`config.mk`:
```
export PLATFORM = sky130hd
export DESIGN_NAME = deserializer
export DESIGN_NICKNAME = d
export VERILOG_FILES = /design/src/rtl/serdes_pkg.sv /design/src/rtl/rx_serial.sv /design/src/rtl/deserializer.sv
export SDC_FILE = /design/constraint.sdc
export NUM_CORES = 1
export LEC_CHECK = 0
export ABC_AREA = 1
export CAP_MARGIN = 20
export CORE_AREA = 3 3 142 75
export DETAILED_ROUTE_END_ITERATION = 8
export DIE_AREA = 0 0 145 78
export DONT_BUFFER_PORTS = 1
export SYNTH_ARGS = -nofsm -noshare
export SYNTH_HDL_FRONTEND = slang
export SYNTH_SLANG_ARGS = --single-unit
```
`constraint.sdc`:
```
create_clock -name clk_i -period 1.8 [get_ports clk_i]
set_input_delay 0.36 -clock clk_i [delete_from_list [all_inputs] [get_ports clk_i]]
set_output_delay 0.36 -clock clk_i [all_outputs]
set_load 0.02 [all_outputs]
```
`src/rtl/serdes_pkg.sv`:
```
// Shared types and constants for the 9-bit K/data symbol serdes pair.
package serdes_pkg;

  localparam int unsigned SYM_W      = 9;
  localparam int unsigned BYTE_W     = 8;
  localparam int unsigned FRAME_SYMS = 3;
  localparam int unsigned FRAME_W    = SYM_W * FRAME_SYMS;
  localparam int unsigned BCNT_W     = 4;
  localparam int unsigned IDX_W      = 2;

  localparam logic [BYTE_W-1:0] COMMA = 8'h3C;
  localparam logic              KCODE = 1'b1;

  typedef struct packed {
    logic              k;
    logic [BYTE_W-1:0] data;
  } sym_t;

  typedef enum logic [1:0] {
    ST_HUNT,
    ST_VERIFY,
    ST_IDLE,
    ST_FRAME
  } state_t;

  // True for the alignment comma {K=1, 8'h3C}
  function automatic logic is_comma(input sym_t s);
    return (s.k == KCODE) && (s.data == COMMA);
  endfunction

endpackage

```
`src/rtl/rx_serial.sv`:
```
// Serial-to-symbol front end: LSB-first shift register plus 0..8 bit counter.
// sym_o is the window including the bit currently presented, so the FSM can
// act on a completed symbol in the same cycle that its last bit is consumed.
module rx_serial
  import serdes_pkg::*;
(
  input  logic             clk_i,
  input  logic             rst_ni,
  input  logic             bit_i,
  input  logic             bit_vld_i,
  input  logic             realign_i,
  output logic [SYM_W-1:0] sym_o,
  output logic             sym_stb_o
);

  logic [SYM_W-1:0]  r_sr;
  logic [BCNT_W-1:0] r_bit_cnt;
  logic [SYM_W-1:0]  w_sr_nxt;
  logic              w_last;

  assign w_sr_nxt  = {bit_i, r_sr[SYM_W-1:1]};
  assign w_last    = (r_bit_cnt == BCNT_W'(SYM_W - 1));
  assign sym_o     = w_sr_nxt;
  assign sym_stb_o = bit_vld_i && w_last;

  // Shift in qualified bits; realign restarts the symbol count at a boundary
  always_ff @(posedge clk_i or negedge rst_ni) begin
    if (!rst_ni) begin
      r_sr      <= '0;
      r_bit_cnt <= '0;
    end else if (bit_vld_i) begin
      r_sr <= w_sr_nxt;
      if (realign_i || w_last) r_bit_cnt <= '0;
      else                     r_bit_cnt <= r_bit_cnt + BCNT_W'(1);
    end
  end

endmodule

```
`src/rtl/deserializer.sv`:
```
// Symbol deserializer: comma-based alignment, lock tracking and 3-symbol
// frame reassembly into a 27-bit word with registered strobes.
module deserializer
  import serdes_pkg::*;
#(
  parameter int unsigned LOCK_CNT = 2,
  parameter int unsigned LOSS_CNT = 2
) (
  input  logic               clk_i,
  input  logic               rst_ni,
  input  logic               bit_i,
  input  logic               bit_vld_i,
  output logic [FRAME_W-1:0] data_o,
  output logic               valid_o,
  output logic               locked_o,
  output logic               frame_err_o
);

  localparam int unsigned LCK_W = $clog2(LOCK_CNT + 1);
  localparam int unsigned LSS_W = $clog2(LOSS_CNT + 1);

  logic [SYM_W-1:0] w_sym_raw;
  logic             w_sym_stb;
  logic             w_realign;
  sym_t             w_sym;
  logic             w_comma;

  state_t             r_state,     w_state_nxt;
  logic [LCK_W-1:0]   r_lock_cnt,  w_lock_cnt_nxt;
  logic [LSS_W-1:0]   r_loss_cnt,  w_loss_cnt_nxt;
  logic [IDX_W-1:0]   r_word_idx,  w_word_idx_nxt;
  logic [SYM_W-1:0]   r_sym0,      w_sym0_nxt;
  logic [SYM_W-1:0]   r_sym1,      w_sym1_nxt;
  logic [FRAME_W-1:0] r_data,      w_data_nxt;
  logic               r_valid,     w_valid_nxt;
  logic               r_locked,    w_locked_nxt;
  logic               r_frame_err, w_frame_err_nxt;

  rx_serial u_rx_serial (
    .clk_i     (clk_i),
    .rst_ni    (rst_ni),
    .bit_i     (bit_i),
    .bit_vld_i (bit_vld_i),
    .realign_i (w_realign),
    .sym_o     (w_sym_raw),
    .sym_stb_o (w_sym_stb)
  );

  assign w_sym   = sym_t'(w_sym_raw);
  assign w_comma = is_comma(w_sym);

  // Lock/frame next-state and next-output logic
  always_comb begin
    w_state_nxt     = r_state;
    w_lock_cnt_nxt  = r_lock_cnt;
    w_loss_cnt_nxt  = r_loss_cnt;
    w_word_idx_nxt  = r_word_idx;
    w_sym0_nxt      = r_sym0;
    w_sym1_nxt      = r_sym1;
    w_data_nxt      = r_data;
    w_valid_nxt     = 1'b0;
    w_frame_err_nxt = 1'b0;
    w_locked_nxt    = r_locked;
    w_realign       = 1'b0;

    unique case (r_state)
      ST_HUNT: begin
        if (bit_vld_i && w_comma) begin
          w_realign      = 1'b1;
          w_lock_cnt_nxt = LCK_W'(1);
          w_state_nxt    = ST_VERIFY;
        end
      end

      ST_VERIFY: begin
        if (w_sym_stb) begin
          if (w_comma) begin
            if (32'(r_lock_cnt) + 32'd1 >= LOCK_CNT) begin
              w_lock_cnt_nxt = '0;
              w_loss_cnt_nxt = '0;
              w_locked_nxt   = 1'b1;
              w_state_nxt    = ST_IDLE;
            end else begin
              w_lock_cnt_nxt = r_lock_cnt + LCK_W'(1);
            end
          end else begin
            w_lock_cnt_nxt = '0;
            w_state_nxt    = ST_HUNT;
          end
        end
      end

      ST_IDLE, ST_FRAME: begin
        if (w_sym_stb) begin
          if (w_sym.k != KCODE) begin
            if (r_state == ST_IDLE) begin
              w_sym0_nxt     = w_sym_raw;
              w_word_idx_nxt = IDX_W'(1);
              w_state_nxt    = ST_FRAME;
            end else if (r_word_idx == IDX_W'(FRAME_SYMS - 1)) begin
              w_data_nxt     = {w_sym_raw, r_sym1, r_sym0};
              w_valid_nxt    = 1'b1;
              w_word_idx_nxt = '0;
              w_state_nxt    = ST_IDLE;
            end else begin
              w_sym1_nxt     = w_sym_raw;
              w_word_idx_nxt = r_word_idx + IDX_W'(1);
            end
          end else begin
            // K symbol: aborts any partial frame, then lock-health bookkeeping
            w_frame_err_nxt = (r_state == ST_FRAME);
            w_word_idx_nxt  = '0;
            w_state_nxt     = ST_IDLE;
            if (w_comma) begin
              w_loss_cnt_nxt = '0;
            end else if (32'(r_loss_cnt) + 32'd1 >= LOSS_CNT) begin
              w_loss_cnt_nxt = '0;
              w_locked_nxt   = 1'b0;
              w_state_nxt    = ST_HUNT;
            end else begin
              w_loss_cnt_nxt = r_loss_cnt + LSS_W'(1);
            end
          end
        end
      end

      default: w_state_nxt = ST_HUNT;
    endcase
  end

  // State and output registers
  always_ff @(posedge clk_i or negedge rst_ni) begin
    if (!rst_ni) begin
      r_state     <= ST_HUNT;
      r_lock_cnt  <= '0;
      r_loss_cnt  <= '0;
      r_word_idx  <= '0;
      r_sym0      <= '0;
      r_sym1      <= '0;
      r_data      <= '0;
      r_valid     <= 1'b0;
      r_locked    <= 1'b0;
      r_frame_err <= 1'b0;
    end else begin
      r_state     <= w_state_nxt;
      r_lock_cnt  <= w_lock_cnt_nxt;
      r_loss_cnt  <= w_loss_cnt_nxt;
      r_word_idx  <= w_word_idx_nxt;
      r_sym0      <= w_sym0_nxt;
      r_sym1      <= w_sym1_nxt;
      r_data      <= w_data_nxt;
      r_valid     <= w_valid_nxt;
      r_locked    <= w_locked_nxt;
      r_frame_err <= w_frame_err_nxt;
    end
  end

  assign data_o      = r_data;
  assign valid_o     = r_valid;
  assign locked_o    = r_locked;
  assign frame_err_o = r_frame_err;

endmodule

```
# Word-level counts from Yosys, hierarchy flattened
# Index checks and enable logic that the tools add are counted.
# Widths: inputs -> output; s select.
# classes
n_lt_le_gt_ge	2
n_addsub	6
reduce_logical	16
n_eq_ne	16
bitwise	3
muxes	45
# ops
operator	n
$mux 2	23
$mux 1	17
$reduce_and 5->1	3
$ne 2x2->1 const B	6
$eq 8x6->1 const B	1
$pmux 2 s2	2
$reduce_and 8->1	1
$add 2x1->2 const B	3
$add 2x1->3 const B	2
$eq 2x2->1 const B	3
$ge 3x2->1 const B	2
$pmux 2 s3	1
$reduce_and 6->1	1
$add 4x1->4 const B	1
$eq 4x4->1 const B	1
$mux 4	1
$ne 2x1->1 const B	2
$ne 4x4->1 const B	1
$reduce_and 4->1	1
$reduce_bool 2->1	2
$logic_and 1x1->1	3
$ne 3x3->1 const B	1
$not 1->1	3
$reduce_and 3->1	1
other kinds (6)	6
# totals
elab_cells	100
ff_bits	64

# Depth between registers and ports, before layout
# depth
ltp_word	7
depth_mapped	10
depth_no_buf	9

# Cells and area by module
# A second synthesis with hierarchy kept.
# unflattened
hier_cells	322
area_unflattened_um2	2778.9
# by_module_without_submodules
mod	instances	seq_area_each_um2	area_per_inst_um2	cells_per_inst
deserializer	1	1276.2	2214.6	256
rx_serial	1	300.3	564.3	66

# Worst setup path before layout
# No wires, ideal clock.
# synth_timing
path_kind	reg2reg
start	register u_rx_serial.r_bit_cnt[0]
end	register r_sym0[6]
t_arrival_ps	1305
required_ps	1677
path_slack_ps	372
path_stages_with_launch	9
setup_ps	123
period_less_slack_ps	1428
path_cell_list	dfrtp_1 -> inv_1 -> ha_1 -> nand4_4 -> inv_1 -> nand2_2 -> buf_2 -> nand2_1 -> o21ai_1
# synth_between
elab_chain_cells	3
# synth_lines
element	line	source
start: declaration	rx_serial.sv:17	logic [BCNT_W-1:0] r_bit_cnt;
start signal: assignment	rx_serial.sv:34	else r_bit_cnt <= r_bit_cnt + BCNT_W'(1);
$eq 4x4->1	rx_serial.sv:22	assign w_last = (r_bit_cnt == BCNT_W'(SYM_W - 1));
$logic_and 1x1->1	rx_serial.sv:24	assign sym_stb_o = bit_vld_i && w_last;
$reduce_and 4->1 (no source line)	n/a	
end signal: assignment	deserializer.sv:149	r_sym0 <= w_sym0_nxt;
end: declaration	deserializer.sv:32	logic [SYM_W-1:0] r_sym0, w_sym0_nxt;
# No other way between the ends.
# A chain may end at the register's enable or synchronous reset.

# Worst setup path in the final report
# layout_timing
start	register u_rx_serial.r_bit_cnt[0]
end	register r_data[10], in the netlist data_o[10]
# layout_between
elab_chain_cells	3
# layout_lines
element	line	source
$eq 4x4->1	rx_serial.sv:22	
$logic_and 1x1->1	rx_serial.sv:24	
$reduce_and 5->1 (no source line)	n/a	
end signal: assignment	deserializer.sv:151	r_data <= w_data_nxt;
end: declaration	deserializer.sv:34	logic [FRAME_W-1:0] r_data, w_data_nxt;
# No other way between the ends.

==> run_results.csv <==
group,metric,value,unit
die,core_region_area,9420,µm²
critical_path,setup.worst_path.end_class,"flip-flop",
logic_synthesis,yosysSeqAreaShare,55.8,%
place,port_buffers,0,
critical_path,timing.reg2reg.setup_slack,200,ps
logic_synthesis,yosys_warnings,0,
routing,post_drt_via_cell_ratio,4.42,
timing,timing.final.hold_violations,63,
logic_synthesis,synth.avg_cell_area,8.99,µm²
clock_network,number_of_buffers_created_by_cts,9,
critical_path,r2r_end,"data_o[10]$_DFFE_PN0P_",
cells_and_area,multi_input_comb_area,1040,µm²
hold_path,min_path_type,"in -> async",
logic_synthesis,synthesis.area,2820,µm²
global_routing,grt.total_usage,11.1,%
timing,layout_min_cycle_time,1600,ps
cells_and_area,fin_nets,325,
cells_and_area,layout_common_cells,"sky130_fd_sc_hd__nand2_1 (109), sky130_fd_sc_hd__dfrtp_1 (63), sky130_fd_sc_hd__o21ai_1 (26)",
place,gp_congestion,0.811,
place,dpl.hpwl,3880,µm
die,rows,25,
routing,drt-wirelength-per-cell,12.8,µm
die,die_y,78,µm
timing,finalClockSkew,7.79,ps
critical_path,worstPathMaxFanout,33,
status,violations,"hold timing",
global_routing,grt_max_degree,64,
routing,drt_pass_1_iters,4,
die,die_width,145,µm
cells_and_area,regArea,1580,µm²
timing,final.period_utilization,89.2,%
logic_synthesis,post_synth_cell_types,30,
clock_network,cts.path.max_buffers,2,
die,area_of_the_die,11300,µm²
clock_network,clkTransAtPathRegs,60,ps
cells_and_area,post_layout_nonfiller_instances,457,
critical_path,critical_path.startpoint,"u_rx_serial.r_bit_cnt[0]$_DFFE_PN0P_",
clock_network,cts_num_sinks,63,
cells_and_area,final.fill_count,958,
critical_path,critPathKind,"reg -> reg",
critical_path,r2r-start,"u_rx_serial.r_bit_cnt[0]$_DFFE_PN0P_",
timing,timing.setup.tns,0,ps
logic_synthesis,synth-seq-cells,63,
global_routing,first_global_vias,1915,
critical_path,worst-r2r-cell-count,8,
die,num_io_pins,34,
critical_path,timing.critical_path.required,2060,ps
routing,drt_iter0_drc,123,
cells_and_area,mostFrequentLayoutCell,"sky130_fd_sc_hd__nand2_1",
routing,via_count,2019,
place,dpl_cell_area,2920,µm²
timing,setup_viol_count_final,0,
job,maxCapViolations,0,
cells_and_area,relative_area_change_from_synthesis_to_final_layout,15.7,%
logic_synthesis,synth_cells,314,
global_routing,grt.overflow.total,0,
timing,timing.fmax,623,MHz
routing,drc,0,
critical_path,kind_of_start_point_of_the_critical_path,"flip-flop",
routing,ant_nets,0,
pwr,irDropWorstVdd,0.000433,V
clock_network,ctsRootBufferMaster,"sky130_fd_sc_hd__clkbuf_16",
timing,grt_setup_unrepaired,"no",
place,placed_cells_incl_taps,441,
cells_and_area,diodes,0,
timing,timing.final.max_slew_violations,0,
die,floorplan.initialDensity,30.0,%
pwr,power_leakage,1.57,nW
status,run_status,"complete, but fails checks",
clock_network,clock_tree.htree_level_count,3,
cells_and_area,layout-drive-gt1-share,12.7,%
global_routing,first_pass_grt_wire_length,9990,µm
routing,totalWireLength,5840,µm
timing,fin_hold_ws,-272,ps
pwr,cellPowerDensity,1290,nW/µm²
clock_network,worst_skew_pair.late_latency,330,ps
critical_path,critical_path.endpoint,"data_o[10]$_DFFE_PN0P_",
global_routing,grt_antenna_before_repair,0,
clock_network,tritoncts,"done",
critical_path,cp.arrival,1860,ps
cells_and_area,final_std_cell_area_no_fill,3270,µm²
## sequential cells by signal, indices dropped and copies added, names as in the netlist, 2 cells and up
signal / flops
r_loss_cnt: 2
r_sym0: 8
r_word_idx: 2
u_rx_serial.r_sr: 8
u_rx_serial.r_bit_cnt: 4
r_sym1: 8
r_lock_cnt: 2
r_state: 2
data_o: 24
## worst min path at each step
stage | endpoint | slack [ps] | depth (start not counted)
2_1_floorplan | data_o[0]$_DFFE_PN0P_ | 60 | 0
3_3_place_gp | data_o[0]$_DFFE_PN0P_ | 70 | 0
3_5_place_dp | data_o[0]$_DFFE_PN0P_ | 70 | 0
4_1_cts | data_o[0]$_DFFE_PN0P_ | -280 | 0
5_1_grt | data_o[0]$_DFFE_PN0P_ | -300 | 0
6_report | data_o[7]$_DFFE_PN0P_ | -270 | 0
## per-stage QoR
step / hold slack [ps] / worst slack [ps] / util [%] / total power [mW]
6_report: -272 / 195 / 34.7 / 4.21
5_1_grt: -296 / 37.9 / 34.7 / 4.45
4_1_cts: -283 / 132 / 34.6 / 4.26
3_5_place_dp: 65.4 / 153 / 31.0 / 2.26
3_3_place_gp: 65.7 / 182 / 31.0 / 2.25
2_1_floorplan: 64.4 / 372 / - / 2.15
## synthesized netlist by cell type, drive strengths merged
cell | n | area, µm²
inv | 29 | 116
nand3 | 13 | 75.1
o21ai | 40 | 204
clkbuf | 2 | 7.51
a21oi | 4 | 20.0
conb | 1 | 3.75
nand2 | 113 | 439
nor3 | 2 | 10.0
ha | 4 | 50.1
nand4 | 11 | 96.3
dfrtp | 63 | 1580
nand3b | 1 | 7.51
buf | 11 | 100
nor2 | 19 | 109
xor2 | 1 | 8.76
## power breakdown
part | switching, mW | total [mW] | leakage [nW] | internal (mW)
sequential | 0.150 | 1.69 | 0.858 | 1.54
clock | 0.619 | 1.97 | 0.162 | 1.35
combinational | 0.355 | 0.550 | 0.546 | 0.195
## routing by layer
layer  up-vias  track usage (%)  wire length [µm]
li1       1015                -                 -
met1       947             14.1              2800
met2        50             17.7              2700
met3         7             4.14               266
met4         0             3.98                74
met5         -                0                 0
## timing repair
action / 4_1_cts / 5_1_grt
setup buffers: 0 / 0
resized for setup: 0 / 1
endpoints found under the hold margin: 63 / 63
endpoints found under the setup margin: 0 / 11
## cell families (layout without fill, tap and decap cells)
| kind of cell | Yosys count | after routing | synth area share, % |
|---|---|---|---|
| AO/OA/AOI/OAI | 44 | 44 | 7.93 |
| XOR/XNOR | 1 | 1 | 0.310 |
| adder cells (fa/ha/maj) | 4 | 4 | 1.77 |
| buffers and inverters | 42 | 48 | 7.93 |
| flip-flops | 63 | 63 | 55.8 |
| other | 1 | 3 | 0.133 |
| AND/OR/NAND/NOR | 159 | 159 | 26.1 |
## worst max-delay path, stage by stage, from the launching register on
cell and delay, ps:
sky130_fd_sc_hd__dfrtp_1 390, sky130_fd_sc_hd__inv_1 100, sky130_fd_sc_hd__ha_1 220, sky130_fd_sc_hd__nand4_4 150
sky130_fd_sc_hd__nor2_4 180, sky130_fd_sc_hd__nand2_8 170, sky130_fd_sc_hd__inv_6 180, sky130_fd_sc_hd__nand2_1 70
sky130_fd_sc_hd__nand2_1 60
## final cells by class
cell class,count,share of cell area [%]
flip-flops and latches,63,48.2
multi-input cells,211,31.8
clock buffers,9,6.89
well taps,135,5.17
clock inverters,7,3.64
inverters,29,3.56
repair buffers,3,0.689
No activity file was read; power rests on OpenSTA's default activity.
